File: src/rtl/mixer_tdm.sv
// Time-multiplexed N-channel mixer: snapshots all voices on a sample_clock rising
// edge, accumulates one gained/muted channel per clk, then rescales and saturates.
module mixer_tdm #(
  parameter int BITDEPTH = 14,
  parameter int CHANNELS = 8,
  parameter int GAINBITS = 4,
  parameter int MIXSHIFT = 3
) (
  input  logic                         clk,
  input  logic                         rst,
  input  logic                         sample_clock,
  input  logic [CHANNELS*BITDEPTH-1:0] in,
  input  logic [CHANNELS*GAINBITS-1:0] gain,
  input  logic [CHANNELS-1:0]          mute,
  output logic [BITDEPTH-1:0]          mix,
  output logic                         mix_valid,
  output logic                         clip,
  output logic                         busy,
  output logic                         overrun
);

  localparam int CH_W   = (CHANNELS > 1) ? $clog2(CHANNELS) : 1;
  localparam int ACC_W  = BITDEPTH + GAINBITS + $clog2(CHANNELS) + 1;
  localparam int PROD_W = BITDEPTH + GAINBITS + 1;
  localparam int SHIFT  = GAINBITS - 1 + MIXSHIFT;

  localparam logic signed [ACC_W-1:0] SAT_MAX = ACC_W'((1 << (BITDEPTH - 1)) - 1);
  localparam logic signed [ACC_W-1:0] SAT_MIN = ~SAT_MAX;

  typedef enum logic [1:0] {IDLE, ACCUM, FINISH} state_t;

  state_t                   state_q;
  logic                     sc_q;
  logic signed [ACC_W-1:0]  acc_q;
  logic [CH_W-1:0]          ch_q;
  logic [BITDEPTH-1:0]      mix_q;
  logic                     mix_valid_q;
  logic                     clip_q;
  logic                     busy_q;
  logic                     overrun_q;

  logic [BITDEPTH-1:0]      snap_in_q   [CHANNELS];
  logic [GAINBITS-1:0]      snap_gain_q [CHANNELS];
  logic [CHANNELS-1:0]      snap_mute_q;

  logic                     start_d;
  logic signed [BITDEPTH-1:0] samp_d;
  logic signed [PROD_W-1:0] term_d;
  logic signed [ACC_W-1:0]  scaled_d;
  logic [BITDEPTH:0]        sat_d;

  // Returns {clip, value} with value clamped to the signed BITDEPTH range.
  function automatic logic [BITDEPTH:0] saturate(input logic signed [ACC_W-1:0] r);
    logic [BITDEPTH:0] res;
    if (r > SAT_MAX) begin
      res = {1'b1, SAT_MAX[BITDEPTH-1:0]};
    end else if (r < SAT_MIN) begin
      res = {1'b1, SAT_MIN[BITDEPTH-1:0]};
    end else begin
      res = {1'b0, r[BITDEPTH-1:0]};
    end
    return res;
  endfunction

  always_comb begin
    start_d  = sample_clock & ~sc_q;
    samp_d   = {~snap_in_q[ch_q][BITDEPTH-1], snap_in_q[ch_q][BITDEPTH-2:0]};
    term_d   = '0;
    if (!snap_mute_q[ch_q]) begin
      term_d = PROD_W'(samp_d) * PROD_W'($signed({1'b0, snap_gain_q[ch_q]}));
    end
    scaled_d = acc_q >>> SHIFT;
    sat_d    = saturate(scaled_d);
  end

  // Snapshot: data-only registers, loaded once per pass so later input changes are ignored.
  always_ff @(posedge clk) begin
    if (state_q == IDLE && start_d) begin
      for (int i = 0; i < CHANNELS; i++) begin
        snap_in_q[i]   <= in[i*BITDEPTH +: BITDEPTH];
        snap_gain_q[i] <= gain[i*GAINBITS +: GAINBITS];
      end
      snap_mute_q <= mute;
    end
  end

  // sc_q resets high so a sample_clock already high at reset release is not an edge.
  always_ff @(posedge clk or negedge rst) begin
    if (!rst) begin
      state_q     <= IDLE;
      sc_q        <= 1'b1;
      acc_q       <= '0;
      ch_q        <= '0;
      mix_q       <= {1'b1, {(BITDEPTH-1){1'b0}}};
      mix_valid_q <= 1'b0;
      clip_q      <= 1'b0;
      busy_q      <= 1'b0;
      overrun_q   <= 1'b0;
    end else begin
      sc_q        <= sample_clock;
      mix_valid_q <= 1'b0;
      overrun_q   <= start_d & (state_q != IDLE);
      case (state_q)
        IDLE: begin
          if (start_d) begin
            acc_q   <= '0;
            ch_q    <= '0;
            busy_q  <= 1'b1;
            state_q <= ACCUM;
          end
        end
        ACCUM: begin
          acc_q <= acc_q + ACC_W'(term_d);
          ch_q  <= ch_q + CH_W'(1);
          if (ch_q == CH_W'(CHANNELS - 1)) begin
            state_q <= FINISH;
          end
        end
        FINISH: begin
          mix_q       <= {~sat_d[BITDEPTH-1], sat_d[BITDEPTH-2:0]};
          clip_q      <= sat_d[BITDEPTH];
          mix_valid_q <= 1'b1;
          busy_q      <= 1'b0;
          state_q     <= IDLE;
        end
        default: state_q <= IDLE;
      endcase
    end
  end

  assign mix       = mix_q;
  assign mix_valid = mix_valid_q;
  assign clip      = clip_q;
  assign busy      = busy_q;
  assign overrun   = overrun_q;

endmodule

File: config.mk
export PLATFORM = sky130hd
export DESIGN_NAME = mixer_tdm
export DESIGN_NICKNAME = d
export VERILOG_FILES = /design/src/rtl/mixer_tdm.sv
export SDC_FILE = /design/constraint.sdc
export NUM_CORES = 1
export LEC_CHECK = 0
export ABC_AREA = 1
export ABC_CLOCK_PERIOD_IN_PS = 9150
export BUFFER_PORTS_ARGS = -buffer_cell sky130_fd_sc_hd__buf_4
export CAP_MARGIN = 20
export CORE_UTILIZATION = 35
export DETAILED_ROUTE_END_ITERATION = 7
export HOLD_SLACK_MARGIN = 0.15
export PLACE_DENSITY_LB_ADDON = 0.15
export SKIP_LAST_GASP = 1
export SLEW_MARGIN = 20
export SYNTH_ARGS = -nofsm -noshare
export SYNTH_HDL_FRONTEND = slang
export SYNTH_SLANG_ARGS = --single-unit
export TNS_END_PERCENT = 20
File: constraint.sdc
create_clock -name clk -period 9.15 [get_ports clk]
set_input_delay 1.3725 -clock clk [delete_from_list [all_inputs] [get_ports clk]]
set_output_delay 1.3725 -clock clk [all_outputs]
set_load 0.1 [all_outputs]
==> impl_results.md <==
- Run status: completed
- Die Span X: 178 µm
- Initial DRC Count: between 400 and 500
- Die ar.: about 32000 µm²
- Crit path max-delay family: compound AO/OA/AOI/OAI gates
- RePlAce Congestion: 0.879
- #FFs+latches synth: roughly 200
- Post-synth top area share: 0.419
- Sequential element share of the synthesized area: 0.525
- Vias in the first global route: about 8100
- Syn. warnings: 0
- Worst skew pair latency: around 0.44 ns
- Post-synth EDFFs: 152
- CTS tree: yes
- Routed Wire Length: 26200 µm
- Req. time, crit path: roughly 9.5 ns
- Netlist cell types: 43
- Initial core utilization: 0.356
- Post-DP HPWL: just under 20000 µm
- CTS hold repair buffers: 0
- Clock tree root buffer cell: clkbuf_16
- Most common cell in the netlist: nand2_1
- Finished Core Util: 0.428
- Layout cell share with drive strength beyond 1: 0.186
- Final setup violating endpoints: 0
- Worst hold path class: reg2reg
- Core footprint: 30600 µm²
- Synth area leaders: edfxtp_1 (42%), dfrtp_1 (10%), ha_1 (6.8%)
- Unrepaired setup endpoints after global routing: false
- Cell mode on critical path: a21oi_1
- TNS Setup: 0 ns
- Mapped Nets: 1368
- Crit path DAT: about 7.1 ns
- Synth Instances: 1124
- Largest area contributor in the netlist: edfxtp_1
- Clock Skew: between 0.015 and 0.02 ns
- Clock buffer depth: 2
- Largest stage delay on the critical path: between 0.6 and 0.7 ns
- Top_reg_cell synth: edfxtp_1
- Kind of critical path: reg2reg
- Largest net degree at the start of global routing: between 70 and 80
- Critical path capture point type: flip-flop
- Grt total ovfl: 0
- Maxcap violations: 0
- WL/cell: ~16 µm
- I/O pin cnt: approximately 170
- Final min period: slightly below 7 ns
- Hold Violations, Final: 0
- Initial antenna violation count: 0
- Placement Cell Area: between 10000 and 15000 µm²
- Cell at the slowest stage of the critical path: dfrtp_2
- IO Port Bufs: between 150 and 200
- Post-CTS Setup Inserts: 0
- Max Slew Vio Count: 0
- Num CTS Buffers: 17
- Vias/cell: approximately 4.8
- Antenna Cells: 0
- Worst slew pin tran: 0.948 ns
- Post_cts resized: 0
- Fin area: 13100 µm²
- Layout area overhead: 20.3%
- Async SR Flop Fraction: 0.232
- GRT Total Usage: 0.171
- Top post-synthesis cells by count: nand2_1 (168), nor2_1 (163), edfxtp_1 (152), inv_1 (138), o21ai_0 (127)
- Peak Freq: about 0.15 GHz
- First-pass GRT wire length: between 40000 and 50000 µm
- DR vias: between 8000 and 9000
- Startpoint Class: flip-flop
- Buf+Inv Stages, Crit Path: 6
- Mapped Area: between 10000 and 15000 µm²
- Fin crit share: 0.739
- Mean Syn Cell Area: 9.69 µm²
- Die Span Y: between 150 and 200 µm
- Worst relative slew slack: 0.368
- Clock-pin transition on the worst setup and hold timing paths: roughly 0.07 ns
- Remaining antenna violation count: 0
- DRC viols: 0
- Std cell rows: 64
- First drt pass iteration count: 5
- Final-stage net count: around 1500
- Critical path peak fanout: 40
- Clock Sinks: 198
- H-tree levels: 4
[worst reg2reg max path: cells and delay by family, from the launching register on]
family | cells | cell delay [ns]
AO/OA/AOI/OAI | 13 | 2.43
adder cells (fa/ha/maj) | 5 | 2.09
buffers and inverters | 6 | 0.94
flip-flops | 1 | 0.64
AND/OR/NAND/NOR | 5 | 0.42
XOR/XNOR | 1 | 0.17
[final cells by class]
type                    instances  area (µm²)
multi-input cells             738        4420
well taps                     396         495
clock buffers                  18         429
inverters                     149         564
fillers                      2999       17500
repair buffers                177        1330
clock inverters                13         139
flip-flops and latches        198        5720
[cell usage in the layout (no fill, tap or decap), types with 3 or more instances in the layout]
master     instances
buf_4            177
nand2_1          168
nor2_1           162
edfxtp_1         152
inv_1            137
o21ai_0          127
ha_1              59
a21oi_1           57
dfrtp_1           43
fa_1              30
o22ai_1           29
nand3_1           24
clkbuf_16         17
o21ai_1           15
inv_2             10
xnor2_1            9
xor2_1             6
a21o_1             6
inv_6              6
nand2_2            5
o221ai_1           5
nor3_1             5
nand3_2            4
nand4_1            4
o21ai_2            3
nand2_4            3
[per-layer routing]
layer / GRT usage / wire length, µm / vias to the layer above
met5: 0 / 0 / -
met3: 0.0311 / 1070 / 16
met1: 0.235 / 12600 / 3757
met2: 0.278 / 12100 / 184
met4: 0.0459 / 323 / 0
li1: - / - / 4098
[registers in the layout, indices dropped and copies added, names as in the netlist, 2 cells and up]
signal       flops
state_q          2
acc_q           22
snap_gain_q     32
mix             14
ch_q             3
snap_in_q      112
snap_mute_q      8
[stage by stage]
step                hold slack [ns]  std cells  setup slack [ns]
finish                        0.480       1689              2.39
global route                  0.508       1689              1.62
CTS                           0.488       1689              2.37
detailed placement            0.467       1658              2.39
global placement              0.464       1658              2.51
floorplan                     0.451       1124              3.62
[path summary, 6_finish.rpt]
check	startpoint	to	slack, ns	cells after the start
min	mix[6]	mix[6]	0.48	2
min reg2reg	mix[6]	mix[6]	0.48	2
max reg2reg	ch_q[0]	acc_q[18]	2.39	30
min in group asynchronous	rst	mix[3]	0.94	1
max in group asynchronous	rst	ch_q[0]	7.78	1
max	ch_q[0]	acc_q[18]	2.39	30
[cells by family (layout without fill, tap and decap cells)]
kind of cell	count (synthesis)	in the layout	share of synthesized area
fa+ha+maj	89	89	0.123
simple gates	380	380	0.142
buf+inv	188	357	0.0697
flops	198	198	0.525
compound gates	254	254	0.128
xor+xnor	15	15	0.0121
Power is not shown: default switching activity piles up to over one toggle a cycle in this logic, so the estimate is an artifact.
